[config.mk]
export PLATFORM = sky130hd
export DESIGN_NAME = pipe_stage_chain
export DESIGN_NICKNAME = d
export VERILOG_FILES = /design/src/rtl/pipe_stage_chain.sv
export SDC_FILE = /design/constraint.sdc
export NUM_CORES = 1
export LEC_CHECK = 0
export BUFFER_PORTS_ARGS = -buffer_cell sky130_fd_sc_hd__buf_2
export CORE_MARGIN = 5
export CORE_UTILIZATION = 53
export DETAILED_ROUTE_END_ITERATION = 7
export PLACE_DENSITY = 0.88
export SLEW_MARGIN = 0
export SYNTH_ARGS = -nofsm -noshare
export SYNTH_HDL_FRONTEND = slang
export SYNTH_SLANG_ARGS = --single-unit
[constraint.sdc]
create_clock -name clk -period 8.25 [get_ports clk]
set_input_delay 0.4125 -clock clk [delete_from_list [all_inputs] [get_ports clk]]
set_output_delay 0.4125 -clock clk [all_outputs]
set_load 0.02 [all_outputs]
[src/rtl/pipe_stage_chain.sv]
// pipe_stage_chain
//   A chain of DEPTH pipeline registers with valid/ready flow control. It
//   supports a per-stage squash (kill), a global flush and bubble collapse,
//   where an entry advances into an empty or killed stage even while the
//   output is stalled. Every stage's valid bit and payload are exported so that
//   hazard and forwarding logic can inspect them.
//
// Ports
//   clk          rising-edge clock
//   reset        asynchronous, active-low reset
//   in_valid     upstream presents in_data
//   in_ready     stage 0 accepts this cycle
//   in_data      payload into stage 0
//   out_valid    stage DEPTH-1 holds a live entry
//   out_ready    downstream accepts out_data
//   out_data     payload of stage DEPTH-1
//   kill         per-stage squash, bit i = stage i
//   flush        squash all stages and drop this cycle's input
//   stage_valid  registered valid bit of each stage
//   stage_data   stage i payload at [i*WIDTH +: WIDTH]
//   occupancy    registered count of live stages
module pipe_stage_chain #(
  parameter int DEPTH = 4,
  parameter int WIDTH = 32,
  localparam int CNT_W = $clog2(DEPTH + 1)
) (
  input  logic                   clk,
  input  logic                   reset,
  input  logic                   in_valid,
  output logic                   in_ready,
  input  logic [WIDTH-1:0]       in_data,
  output logic                   out_valid,
  input  logic                   out_ready,
  output logic [WIDTH-1:0]       out_data,
  input  logic [DEPTH-1:0]       kill,
  input  logic                   flush,
  output logic [DEPTH-1:0]       stage_valid,
  output logic [DEPTH*WIDTH-1:0] stage_data,
  output logic [CNT_W-1:0]       occupancy
);

  logic [DEPTH-1:0] valid_reg;
  logic [WIDTH-1:0] data_reg [DEPTH];
  logic [CNT_W-1:0] occ_reg;
  logic [CNT_W-1:0] occ_next;

  logic [DEPTH-1:0] live;
  logic [DEPTH-1:0] move;
  logic [DEPTH-1:0] load;
  logic [CNT_W-1:0] killed_cnt;
  logic             accept;
  logic             deliver;
  logic             chain_load;

  // What each stage would capture if it loads this cycle.
  logic [DEPTH-1:0] src_valid;
  logic [WIDTH-1:0] src_data [DEPTH];

  // Ready chain, walked from the output end back to the input end. Held in a
  // single process so the stage-to-stage dependency is a plain ripple. A
  // flushed stage counts as not live, so every stage loads "nothing" on a
  // flush and all valid bits clear without a separate flush path.
  always_comb begin
    live       = '0;
    move       = '0;
    load       = '0;
    killed_cnt = '0;
    chain_load = out_ready;
    for (int i = DEPTH - 1; i >= 0; i--) begin
      live[i]    = valid_reg[i] & ~kill[i] & ~flush;
      move[i]    = live[i] & chain_load;
      load[i]    = ~live[i] | move[i];
      chain_load = load[i];
      if (valid_reg[i] && kill[i] && !flush) begin
        killed_cnt = killed_cnt + CNT_W'(1);
      end
    end
  end

  assign in_ready = load[0] & ~flush & reset;
  assign accept   = in_valid & in_ready;
  assign deliver  = move[DEPTH-1];

  // Count update never underflows or overflows because each term matches a
  // distinct entry entering or leaving the chain.
  always_comb begin
    occ_next = occ_reg + CNT_W'(accept) - CNT_W'(deliver) - killed_cnt;
    if (flush) begin
      occ_next = '0;
    end
  end

  genvar gi;
  generate
    for (gi = 0; gi < DEPTH; gi++) begin : g_stage
      if (gi == 0) begin : g_head
        assign src_valid[gi] = accept;
        assign src_data[gi]  = in_data;
      end else begin : g_body
        assign src_valid[gi] = move[gi-1];
        assign src_data[gi]  = data_reg[gi-1];
      end
      assign stage_data[gi*WIDTH +: WIDTH] = data_reg[gi];
    end
  endgenerate

  always_ff @(posedge clk or negedge reset) begin
    if (!reset) begin
      valid_reg <= '0;
      occ_reg   <= '0;
      for (int i = 0; i < DEPTH; i++) begin
        data_reg[i] <= '0;
      end
    end else begin
      occ_reg <= occ_next;
      for (int i = 0; i < DEPTH; i++) begin
        if (load[i]) begin
          valid_reg[i] <= src_valid[i];
          // Payload is only rewritten when a real entry arrives; a bubble
          // leaves the stale bits in place.
          if (src_valid[i]) begin
            data_reg[i] <= src_data[i];
          end
        end
      end
    end
  end

  assign out_valid   = live[DEPTH-1];
  assign out_data    = data_reg[DEPTH-1];
  assign stage_valid = valid_reg;
  assign occupancy   = occ_reg;

endmodule

* Yosys cells after proc, flatten, opt, wreduce, memory -nomap -nowiden
Index checks and enable logic that the tools add are counted.
** Operators by class
- Add/subtract/negate cells :: 6
- Multiplexer cells :: 5
- Bitwise operators :: 28
- Reductions and logical operators :: 13
** Operators by type and width (count)
- $and A1 B1 Y1 :: 15
- $mux W3 :: 4
- $add A3 B1 Y3 const B :: 3
- $not A1 Y1 :: 9
- $logic_and A1 B1 Y1 :: 8
- $reduce_and A2 Y1 :: 4
- $or A1 B1 Y1 :: 4
- $add A3 B1 Y3 :: 1
- $sub A3 B1 Y3 :: 1
- $sub A3 B3 Y3 :: 1
- $logic_not A1 Y1 :: 1
- $mux W1 :: 1
** Storage, ports and cells
- Bits in registers :: 135
- Output and inout bits :: 169
- Word-level logic and storage cells :: 61

* Longest topological paths before layout
- Word-level depth :: 18
- Mapped depth :: 15

* Least setup slack after synthesis
Ideal clock, no wire load.
- Path kind :: input to register
- Start point :: input flush
- End point :: register occ_reg[2] (netlist: occupancy[2])
- Setup time :: 0.130 ns
- Arrival :: 3.235 ns
- Data required time :: 8.120 ns
- Path slack :: 4.885 ns
- Stages :: 14
- Path through :: clkbuf_1 -> nand3b_1 -> inv_1 -> ha_1 -> xnor2_1 -> ha_1 -> mux2_2 -> fa_1 -> inv_1 -> ha_1 -> xnor2_1 -> xnor2_1 -> xnor3_1 -> nor2b_1
** On the way
- Longest elaborated chain between the ends :: 17
- Elaborated cells between the ends (all ways) :: 36
- Those cells by class :: add/sub: 6; mux: 5; bitwise: 20; reduce/logical: 5
** Ends and longest elaborated chain
- start: declaration :: line 36 : input logic flush,
- $not A1 Y1 :: line 70, 80
- $and A1 B1 Y1 :: line 70 : live[i] = valid_reg[i] & ~kill[i] & ~flush;
- $and A1 B1 Y1 or $not A1 Y1 (tied branches) :: line 71, 72
- $or A1 B1 Y1 :: line 72 : load[i] = ~live[i] | move[i];
- $and A1 B1 Y1 :: line 71 : move[i] = live[i] & chain_load;
- $or A1 B1 Y1 :: line 72
- $and A1 B1 Y1 :: line 71
- $or A1 B1 Y1 :: line 72
- $and A1 B1 Y1 :: line 71
- $or A1 B1 Y1 :: line 72
- $and A1 B1 Y1 (2 in a row) :: line 80 : assign in_ready = load[0] & ~flush & reset;
- $and A1 B1 Y1 :: line 81 : assign accept = in_valid & in_ready;
- $add A3 B1 Y3 :: line 87 : occ_next = occ_reg + CNT_W'(accept) - CNT_W'(deliver) - killed_cnt;
- $sub A3 B1 Y3 :: line 87
- $sub A3 B3 Y3 :: line 87
- $mux W3 (*) :: line 88 : if (flush) begin
- net occ_next[2] :: line 45 : logic [CNT_W-1:0] occ_next;
- end signal: assignment :: line 115 : occ_reg <= occ_next;
- end: declaration :: line 44 : logic [CNT_W-1:0] occ_reg;
The timed path passes the listed nets; every way through them passes the cells marked *.
A chain may end at the register's enable or synchronous reset.

* Final worst setup path
- Start point :: register valid_reg[3] (netlist: stage_valid[3])
- End point :: register occ_reg[2] (netlist: occupancy[2])
** On the way
- Longest elaborated chain between the ends :: 17
- Elaborated cells between the ends (all ways) :: 27
- Those cells by class :: add/sub: 6; mux: 5; bitwise: 14; reduce/logical: 2
** Ends and longest elaborated chain
- start: declaration :: line 42 : logic [DEPTH-1:0] valid_reg;
- start signal: indexed assignment :: line 118 : valid_reg[i] <= src_valid[i];
- $and A1 B1 Y1 (2 in a row) :: line 70
- $and A1 B1 Y1 or $not A1 Y1 (tied branches) :: line 71, 72
- $or A1 B1 Y1 :: line 72
- $and A1 B1 Y1 :: line 71
- $or A1 B1 Y1 :: line 72
- $and A1 B1 Y1 :: line 71
- $or A1 B1 Y1 :: line 72
- $and A1 B1 Y1 :: line 71
- $or A1 B1 Y1 :: line 72
- $and A1 B1 Y1 (2 in a row) :: line 80
- $and A1 B1 Y1 :: line 81
- $add A3 B1 Y3 :: line 87
- $sub A3 B1 Y3 :: line 87
- $sub A3 B3 Y3 (*) :: line 87
- $mux W3 (*) :: line 88
- net occ_next[2] :: line 45
Marked as above.

==> results.sh <==
export IMPL_cts_made_buffers=17
export IMPL_worst_path_most_repeated_cell="ha_1"
export IMPL_final_setup_worst_slack_ns=4.88
export IMPL_rows=37
export IMPL_yosysUniqueCellTypes=29
export IMPL_first_pass_iters=4
export IMPL_regArea_mm2=0.00338
export IMPL_whs_path_depth=2
export IMPL_synth_fp_nets=410
export IMPL_pre_cts_slack_ns=4.70
export IMPL_cts_path_max_buffers=2
export IMPL_antenna_found_initial=0
export IMPL_fillers=719
export IMPL_power_density_mw_per_mm2=277
export IMPL_tns_ns=0
export IMPL_multi_input_area_mm2=0.00196
export IMPL_netlist_area_mm2=0.00568
export IMPL_fin_area_mm2=0.00723
export IMPL_ys_ff_latch=135
export IMPL_clock_root_buffer="clkbuf_8"
export IMPL_crit_buf_inv=2
export IMPL_finClkSkew_ns=0.00765
export IMPL_power_leakage_nw=3.97
export IMPL_dpl_hpwl_um=8870
export IMPL_initial_core_util_pct=54.7
export IMPL_diodes=0
export IMPL_muxShareOfSynthArea_pct=27.5
export IMPL_die_h_um=113
export IMPL_drive_gt1_share_pct=66.7
export IMPL_synthAdderAreaFrac_pct=1.81
export IMPL_die_area_mm2=0.0129
export IMPL_power_total_mw=2.00
export IMPL_syn_area_per_cell_um2=15.7
export IMPL_gp_congestion=0.788
export IMPL_fin_util_pct=69.7
export IMPL_drtAntennaViolNets=0
export IMPL_crit_fanout=4
export IMPL_grt_pass1_vias=3873
export IMPL_pin_count=210
export IMPL_drc_errors=0
export IMPL_grt_max_degree=73
export IMPL_cp_slowest_cell="fa_1"
export IMPL_met1_usage_pct=24.8
export IMPL_layout_nets=595
export IMPL_critPathMaxStageDelay_ns=0.51
export IMPL_rr_worst_depth=14
export IMPL_synth_simple_area_share_pct=3.40
export IMPL_synth_compound_area_share_pct=0.397
export IMPL_gr_usage_all_layers_pct=20.6
export IMPL_htreeDepth=4
export IMPL_grt_first_pass_wirelength_um=20600
export IMPL_drv_cap=0
export IMPL_yosysSeqAreaShare_pct=59.5
export IMPL_die_w_um=113
export IMPL_drt_first_iter_violations=175
export IMPL_synth_top_family_by_area="multiplexers"
export IMPL_cp_cell_sequence="nand2_1 > nor2_1 > inv_1 > ha_1 > o21ai_0 > ha_1 > mux2_2 > fa_1 > inv_1 > ha_1 > xnor2_1 > xnor2_1 > xnor3_1 > nor2b_1"
export IMPL_slew_violations=0
export IMPL_vias=3595
export IMPL_startpoint_type="flop"
export IMPL_cts_setup_buffers=0
export IMPL_clkSinkCount=135
export IMPL_crit_family="adder cells"
export IMPL_wl_per_cell_um=18.6
export IMPL_crit_type="reg2reg"
export IMPL_holdCritPathClass="in2reg"
export IMPL_clkLatencyLatePin_ns=0.50
export IMPL_worstPathRequired_ns=8.62
export IMPL_ys_warnings_count=0
export IMPL_crit_arrival_ns=3.74
export IMPL_finalNonFillerCells=695
export IMPL_overflow=0
export IMPL_end_kind="flop"
export IMPL_dp_cells=663
export IMPL_holdWs_ns=0.127
export IMPL_vdd_drop_max_v=0.000173
export IMPL_period_needed_ns=3.37
export IMPL_rsz0062_at_grt="no"
export IMPL_placed_area_mm2=0.00661
export IMPL_core_area_mm2=0.0104
export IMPL_fmax_ghz=0.297
export IMPL_worst_slew_pin_slew_ns=1.09
export IMPL_numPortBuffers=209
export IMPL_cp_depth=14
export IMPL_cts_reportedPaths_clkPinSlew_ns=0.06
export IMPL_gr_usage_met3_pct=4.46
export IMPL_area_growth_pct=27.4
export IMPL_vias_per_cell=5.17
export IMPL_cts_tree="done"
export IMPL_synthXorXnorAreaFrac_pct=1.01
export IMPL_period_share_pct=40.8
export IMPL_postSynthCellCount=362
export IMPL_hold_viol_final=0
export IMPL_met2_usage_pct=35.7
export IMPL_outcome="finished clean"
export IMPL_slew_headroom_pct=27.2
export IMPL_drt_total_wl_um=12900
export IMPL_setup_violations=0
export IMPL_top_usage_layer="met2"
-- synth_stat cells (all sizes together) --
master / count / area [um^2]
dfrtp: 135 / 3380
mux2: 129 / 1560
buf: 44 / 327
inv: 7 / 26.3
nor2: 7 / 28.8
ha: 5 / 62.6
nand2: 4 / 15.0
nand3b: 4 / 30.0
nor2b: 4 / 25.0
or3b: 4 / 37.5
xnor2: 4 / 35.0
o21ai: 3 / 15.0
clkbuf: 2 / 7.51
fa: 2 / 40.0
and2: 1 / 6.26
nand2b: 1 / 6.26
nand3: 1 / 5.00
nor3: 1 / 10.0
nor3b: 1 / 7.51
nor4: 1 / 21.3
o31ai: 1 / 7.51
xnor3: 1 / 22.5
-- worst paths after layout --
check	slack (ns)	to	start
min in group asynchronous	0.46	occupancy[1]	reset
worst min register to register	0.51	stage_data[42]	stage_data[42]
worst max register to register	4.88	occupancy[2]	stage_valid[3]
worst max-delay path	4.88	occupancy[2]	stage_valid[3]
max in group asynchronous	6.49	stage_data[2]	reset
worst min-delay path	0.13	stage_valid[3]	out_ready
-- state kept, by name, indices dropped and copies added, names as in the netlist --
| name | flops |
|---|---|
| stage_data | 96 |
| out_data | 32 |
| stage_valid | 4 |
| occupancy | 3 |
-- logic make-up after synthesis --
family | count (synthesis)
DFF | 135
muxes | 129
buffers and inverters | 53
and+or+nand+nor | 29
adders and majority gates | 7
xor gates and xnor gates | 5
AOI/OAI and AO/OA | 4
-- cells in the final DEF, fill, tap and decap left out, types with 4 or more instances in the layout --
master | Yosys | final
buf_2 | 6 | 208
clkbuf_16 | 0 | 16
clkbuf_8 | 0 | 5
dfrtp_1 | 135 | 135
ha_1 | 5 | 5
inv_1 | 7 | 7
mux2_1 | 6 | 6
mux2_2 | 94 | 94
mux2_4 | 29 | 29
nand2_1 | 4 | 4
nand3b_1 | 4 | 4
nor2_1 | 6 | 4
xnor2_1 | 4 | 4
-- per-layer routing --
layer	wire, um	up-vias	part of all wire, %
met2	6760	140	52
li1	-	1588	-
met3	755	19	5.8
met4	256	0	2.0
met5	0	-	0
met1	5150	1848	40
-- worst reg2reg max path, cell delays in order, from the launching register on --
cell and delay (ns):
dfrtp_1 0.38, nand2_1 0.07, nor2_1 0.17, inv_1 0.09, ha_1 0.21, o21ai_0 0.29
ha_1 0.30, mux2_2 0.28, fa_1 0.51, inv_1 0.04, ha_1 0.20, xnor2_1 0.17
xnor2_1 0.16, xnor3_1 0.23, nor2b_1 0.14
-- cell type report --
cell class                 instances  area share, %
clock buffer                      21           6.49
sequential                       135           46.7
timing repair buffer             212           14.9
multi-input combinational        174           27.2
tap                              136           2.35
clock inverter                    10           1.99
inverter                           7          0.363
-- report_power, final --
group          total (mW)  internal (mW)  switching, mW  leakage, nW
Clock               0.769          0.493          0.276        0.293
Sequential          0.843          0.763         0.0793         1.76
Combinational       0.391          0.166          0.225         1.92
-- repair_timing --
item                                   4_1_cts  5_1_grt
hold buffers                                 1        0
endpoints found under the hold margin       63        0
gates resized for setup                      0        0
Note: power is estimated with default switching activity, not from simulation.
